===== config.mk =====
export PLATFORM = sky130hd
export DESIGN_NAME = dmem_arbiter
export DESIGN_NICKNAME = d
export VERILOG_FILES = /design/src/rtl/dmem_arbiter_pkg.sv /design/src/rtl/dmem_arbiter_sat_counter.sv /design/src/rtl/dmem_arbiter.sv
export SDC_FILE = /design/constraint.sdc
export NUM_CORES = 1
export LEC_CHECK = 0
export CAP_MARGIN = 10
export CORE_AREA = 4 4 111 113
export DETAILED_ROUTE_END_ITERATION = 6
export DIE_AREA = 0 0 115 117
export PLACE_DENSITY = 0.79
export SYNTH_ARGS = -nofsm -noshare
export SYNTH_HDL_FRONTEND = slang
export SYNTH_SLANG_ARGS = --single-unit

===== constraint.sdc =====
create_clock -name clk -period 2.2 [get_ports clk]
set_input_delay 0.33 -clock clk [delete_from_list [all_inputs] [get_ports clk]]
set_output_delay 0.33 -clock clk [all_outputs]
set_load 0.05 [all_outputs]

===== src/rtl/dmem_arbiter_pkg.sv =====
// Shared definitions for the data-memory arbiter: FSM encodings, starve
// counter width and the memory-port source select.
package dmem_arbiter_pkg;

  localparam logic [0:0] ARB_RUN  = 1'b0;
  localparam logic [0:0] ARB_HALT = 1'b1;

  localparam int ARB_STARVE_W = 8;

  typedef enum logic {
    SRC_CPU = 1'b0,
    SRC_DBG = 1'b1
  } mem_src_e;

endpackage


===== src/rtl/dmem_arbiter_sat_counter.sv =====
// Saturating up-counter with clear priority; o_at_limit flags the cap.
module sat_counter #(
  parameter int WIDTH = 8,
  parameter int LIMIT = 8
) (
  input  logic clk,
  input  logic reset,
  input  logic i_inc,
  input  logic i_clr,
  output logic o_at_limit
);

  localparam logic [WIDTH-1:0] LIM_V = WIDTH'(LIMIT);

  logic [WIDTH-1:0] r_count;

  always_ff @(posedge clk or negedge reset) begin
    if (!reset) begin
      r_count <= '0;
    end else if (i_clr) begin
      r_count <= '0;
    end else if (i_inc && (r_count != LIM_V)) begin
      r_count <= r_count + WIDTH'(1);
    end
  end

  assign o_at_limit = (r_count == LIM_V);

endmodule


===== src/rtl/dmem_arbiter.sv =====
// Shares the single data-memory port between the CPU load/store path and a
// debug/loader master; CPU has priority unless debug starves or holds a halt.
//
//  state | meaning
//  RUN   | CPU owns the port; debug served in idle cycles or after starving
//  HALT  | CPU held stalled; debug owns the port every cycle
module dmem_arbiter
  import dmem_arbiter_pkg::*;
#(
  parameter int DBITS        = 32,
  parameter int ADDR_BITS    = 30,
  parameter int STARVE_LIMIT = 8
) (
  input  logic                 clk,
  input  logic                 reset,
  input  logic                 cpu_req,
  input  logic                 cpu_we,
  input  logic [ADDR_BITS-1:0] cpu_addr,
  input  logic [DBITS-1:0]     cpu_wdata,
  output logic [DBITS-1:0]     cpu_rdata,
  output logic                 cpu_stall,
  input  logic                 dbg_halt,
  output logic                 dbg_halted,
  input  logic                 dbg_valid,
  input  logic                 dbg_we,
  input  logic [ADDR_BITS-1:0] dbg_addr,
  input  logic [DBITS-1:0]     dbg_wdata,
  output logic                 dbg_ready,
  output logic                 dbg_rsp_valid,
  output logic [DBITS-1:0]     dbg_rdata,
  output logic                 mem_en_write,
  output logic [ADDR_BITS-1:0] mem_addr,
  output logic [DBITS-1:0]     mem_data_in,
  input  logic [DBITS-1:0]     mem_data_out
);

  logic [0:0]     r_state;
  logic [0:0]     w_state_nxt;
  logic           w_halt;
  logic           w_ready;
  logic           w_grant;
  logic           w_stall;
  logic           w_at_limit;
  logic           w_starve_inc;
  logic           w_starve_clr;
  logic           w_rd_accept;
  mem_src_e       w_src;
  logic           r_rsp_valid;
  logic [DBITS-1:0] r_rdata;

  always_comb begin
    w_state_nxt = ARB_RUN;
    if (dbg_halt) begin
      w_state_nxt = ARB_HALT;
    end
  end

  always_ff @(posedge clk or negedge reset) begin
    if (!reset) begin
      r_state <= ARB_RUN;
    end else begin
      r_state <= w_state_nxt;
    end
  end

  assign w_halt = (r_state == ARB_HALT);

  // Outputs that could cause an access are forced quiet while reset is held.
  assign w_ready = reset & (w_halt | ~cpu_req | w_at_limit);
  assign w_grant = dbg_valid & w_ready;
  assign w_stall = reset & (w_halt | (w_grant & cpu_req));
  assign w_src   = w_grant ? SRC_DBG : SRC_CPU;

  assign w_starve_inc = ~w_halt & dbg_valid & ~w_ready;
  assign w_starve_clr = w_halt | ~dbg_valid | w_grant;

  sat_counter #(
    .WIDTH (ARB_STARVE_W),
    .LIMIT (STARVE_LIMIT)
  ) u_starve (
    .clk        (clk),
    .reset      (reset),
    .i_inc      (w_starve_inc),
    .i_clr      (w_starve_clr),
    .o_at_limit (w_at_limit)
  );

  always_comb begin
    mem_addr     = cpu_addr;
    mem_data_in  = cpu_wdata;
    mem_en_write = 1'b0;
    case (w_src)
      SRC_DBG: begin
        mem_addr     = dbg_addr;
        mem_data_in  = dbg_wdata;
        mem_en_write = reset & dbg_we;
      end
      default: begin
        mem_addr     = cpu_addr;
        mem_data_in  = cpu_wdata;
        mem_en_write = reset & cpu_we & ~w_stall;
      end
    endcase
  end

  assign w_rd_accept = w_grant & ~dbg_we;

  always_ff @(posedge clk or negedge reset) begin
    if (!reset) begin
      r_rsp_valid <= 1'b0;
      r_rdata     <= '0;
    end else begin
      r_rsp_valid <= w_rd_accept;
      if (w_rd_accept) begin
        r_rdata <= mem_data_out;
      end
    end
  end

  assign cpu_rdata     = mem_data_out;
  assign cpu_stall     = w_stall;
  assign dbg_ready     = w_ready;
  assign dbg_halted    = w_halt;
  assign dbg_rsp_valid = r_rsp_valid;
  assign dbg_rdata     = r_rdata;

endmodule


==> flow_metrics.tcl, run 1 <==
set metrics [dict create \
    tightest_slew_ns 0.536 \
    synth-seq-cells 42 \
    worstPathArrival_ns 2.34 \
    timing.fmax_mhz 375 \
    setup.worst_path.end_class "primary output" \
    grt_antenna_before_repair 0 \
    synth_top_area_frac 0.383 \
    synth.area.top_cells "dfrtp_1, mux2_2, mux2_1, buf_4, buf_8" \
    post-place-ws_ns -0.167 \
    htree_levels 2 \
    reg2regPathDepth 12 \
    synth.most_common_cell "mux2_2" \
    drv_slew 0 \
    r2r_end "dbg_rdata[0]$_DFFE_PN0P_" \
    io_buffers 293 \
    ioPinCount 294 \
    total_power_w 0.00433 \
    grt_max_degree 35 \
    cts_root_buffer "clkbuf_16" \
    drc_errors 0 \
    reg2reg_from "u_starve.r_count[0]$_DFFE_PN0P_" \
    dr_wl_met2_microns 6890 \
    r2r_slack_ns -0.45 \
    worstHoldPathType "input pin to async pin" \
    p_leak_nw 3.06 \
    fin_crit_ns 2.67 \
    num_vias 2924 \
    powerDensity_nw_per_um2 632 \
    fin_crit_sh 1.21 \
    critPathKind "flip-flop to primary output" \
    grt_overflow 0 \
    highest_layer "met4" \
    drt_iter0_drc 62 \
    core-area_sq_um 11300 \
    cts_tree "done" \
    antenna_cells 0 \
    wl_per_cell_microns 18.8 \
    grt_pass1_wl_microns 17800 \
    clk_latency_ns 0.28 \
    ys.flop_type "dfrtp_1" \
    status "finished with violations" \
    yosys_warnings 0 \
    wl_met3_microns 926 \
    drt_pass1_iterations 4 \
    area_growth_pct 150 \
    crit_required_ns 1.87 \
    initial_utilization 0.243 \
    nets 696 \
    synth_common_cells "mux2_2, dfrtp_1, buf_4" \
    path_max_fanout 33 \
    yosysUniqueCellTypes 26 \
    fp.dieW_microns 115 \
    ir_worst_vdd_v 0.000431 \
    gp_congestion 0.786 \
    synth_nets 392 \
    avgSynthCellArea_sq_um 12.1 \
    gr-usage-all-layers 0.170 \
    cts_buffers 5 \
    drive_gt1_frac 0.482 \
    maxCapViolCount 0 \
    hpwl_microns 10400 \
    fin_ws_ns -0.467 \
    routed_via_density 4.34 \
    slew_headroom 0.642 \
    yosysSeqAreaShare 0.383 \
    postSynthCellCount 227 \
    cts.clk_slew.worst_paths_ns 0.06 \
    rows 39 \
    finalSetupViolations 98 \
    rsz0062_at_grt "true" \
    clock_skew_ns 0.00771 \
    wl_microns 12600 \
    critPathLaunchType "flip-flop" \
    clock_path_buffers 2 \
    clock-sinks 42 \
    async_reset_ff_frac 1.00 \
    synth-edff-count 0 \
    grt_pass1_vias 3209 \
    die_y_microns 117 \
    finalHoldViolations 0 \
    met1Wirelength_microns 4570 \
    violations "negative setup slack" \
    synth_largest_area_cell "dfrtp_1" \
    netlist_area_sq_um 2750 \
    fin_util 0.606 \
    die-area_sq_um 13500 \
    ant_nets 0 \
]
==> flip-flops by register name, indices dropped and copies added (netlist names) <==
name and count:
u_starve.r_count 8, dbg_rdata 32, dbg_halted 1, dbg_rsp_valid 1
==> layer usage <==
metal  track usage  vias up
li1              -     1381
met1         0.205     1375
met2         0.306      149
met3        0.0416       19
met4        0.0423        0
met5             0        -
==> how the worst max path moves through the flow <==
| stage | start | endpoint | slack (ns) | cells after the start |
|---|---|---|---|---|
| 2_1_floorplan | u_starve.r_count[0]$_DFFE_PN0P_ | mem_addr[11] | -0.36 | 7 |
| 6_report | u_starve.r_count[0]$_DFFE_PN0P_ | mem_data_in[24] | -0.47 | 8 |
| 5_1_grt | u_starve.r_count[0]$_DFFE_PN0P_ | mem_data_in[24] | -0.53 | 8 |
| 3_5_place_dp | u_starve.r_count[0]$_DFFE_PN0P_ | mem_data_in[25] | -0.17 | 8 |
| 3_3_place_gp | u_starve.r_count[0]$_DFFE_PN0P_ | mem_addr[7] | -0.14 | 8 |
| 4_1_cts | u_starve.r_count[0]$_DFFE_PN0P_ | mem_en_write | -0.45 | 9 |
==> through the flow <==
| step | area, sq um | cells | setup TNS (ns) | hold slack (ns) |
|---|---|---|---|---|
| floorplan | 2990 | 227 | -28.92 | 0.0344 |
| detailed placement | 6320 | 646 | -11.29 | 0.281 |
| finish | 6860 | 674 | -42.16 | 0.242 |
| global placement | 6320 | 646 | -9.75 | 0.270 |
| global route | 6860 | 674 | -48.42 | 0.293 |
| CTS | 6800 | 668 | -37.99 | 0.254 |
==> cell type report <==
cell class	count	area (sq um)
Fill cell	892	4460
Clock inverter	1	30.0
Tap cell	143	179
Sequential cell	42	1050
Timing Repair Buffer	339	3830
Inverter	5	18.8
Multi-Input combinational cell	138	1620
Clock buffer	6	139
==> cells in the final DEF, fill, tap and decap left out, types with 2 or more instances in the layout <==
cell and instances:
buf_16 2, buf_12 50, a21oi_1 2, and3_1 3, nor2_1 7, clkbuf_16 5
inv_1 4, clkdlybuf4s50_1 195, nand3_1 6, buf_6 28, xor2_1 5, nand2_1 3
ha_1 2, nor2b_1 2, dfrtp_1 42, buf_4 61, mux2_4 51, mux2_2 43
==> power breakdown <==
group          total, W  switching (W)  leakage [nW]  internal (W)
Combinational   0.00253        0.00134          2.46       0.00119
Sequential     0.000978      0.0000707         0.516      0.000907
Clock          0.000830       0.000271        0.0829      0.000559
Total           0.00433        0.00168          3.06       0.00265
==> worst max-delay path, stage by stage, from the launching register on <==
cell      delay, ns
dfrtp_1        0.39
inv_2          0.07
ha_1           0.14
or4b_4         0.48
o221ai_4       0.20
nand2_4        0.10
buf_12         0.20
mux2_4         0.33
buf_6          0.16
==> logic make-up (layout without fill, tap and decap cells) <==
group / Yosys count / after routing / share of synthesized area
AND/OR/NAND/NOR: 29 / 29 / 0.0578
adder cells (fa/ha/maj): 2 / 2 / 0.00911
buffers and inverters: 47 / 351 / 0.124
AO/OA/AOI/OAI: 7 / 7 / 0.0219
multiplexers: 94 / 94 / 0.385
XOR/XNOR: 6 / 6 / 0.0191
flip-flops: 42 / 42 / 0.383
==> what timing repair did <==
| action | CTS | global route |
|---|---|---|
| setup buffers | 11 | 6 |
| endpoints found under the hold margin | 8 | 0 |
| gates cloned | 3 | 0 |
| resized for setup | 34 | 3 |
| endpoints found under the setup margin | 96 | 106 |
| hold buffers | 1 | 0 |
| pin swaps | 2 | 4 |
No activity file was read; power rests on OpenSTA's default activity.
==> inputs of run 2 (changes only) <==
--- a/config.mk
+++ b/config.mk
@@ -7,6 +7,7 @@
 export LEC_CHECK = 0
 export CAP_MARGIN = 10
 export CORE_AREA = 4 4 111 113
+export CTS_CLUSTER_SIZE = 12
 export DETAILED_ROUTE_END_ITERATION = 6
 export DIE_AREA = 0 0 115 117
 export PLACE_DENSITY = 0.79
==> results of run 2 <==
No change in the layout: final DEF, timing and power equal those of run 1.
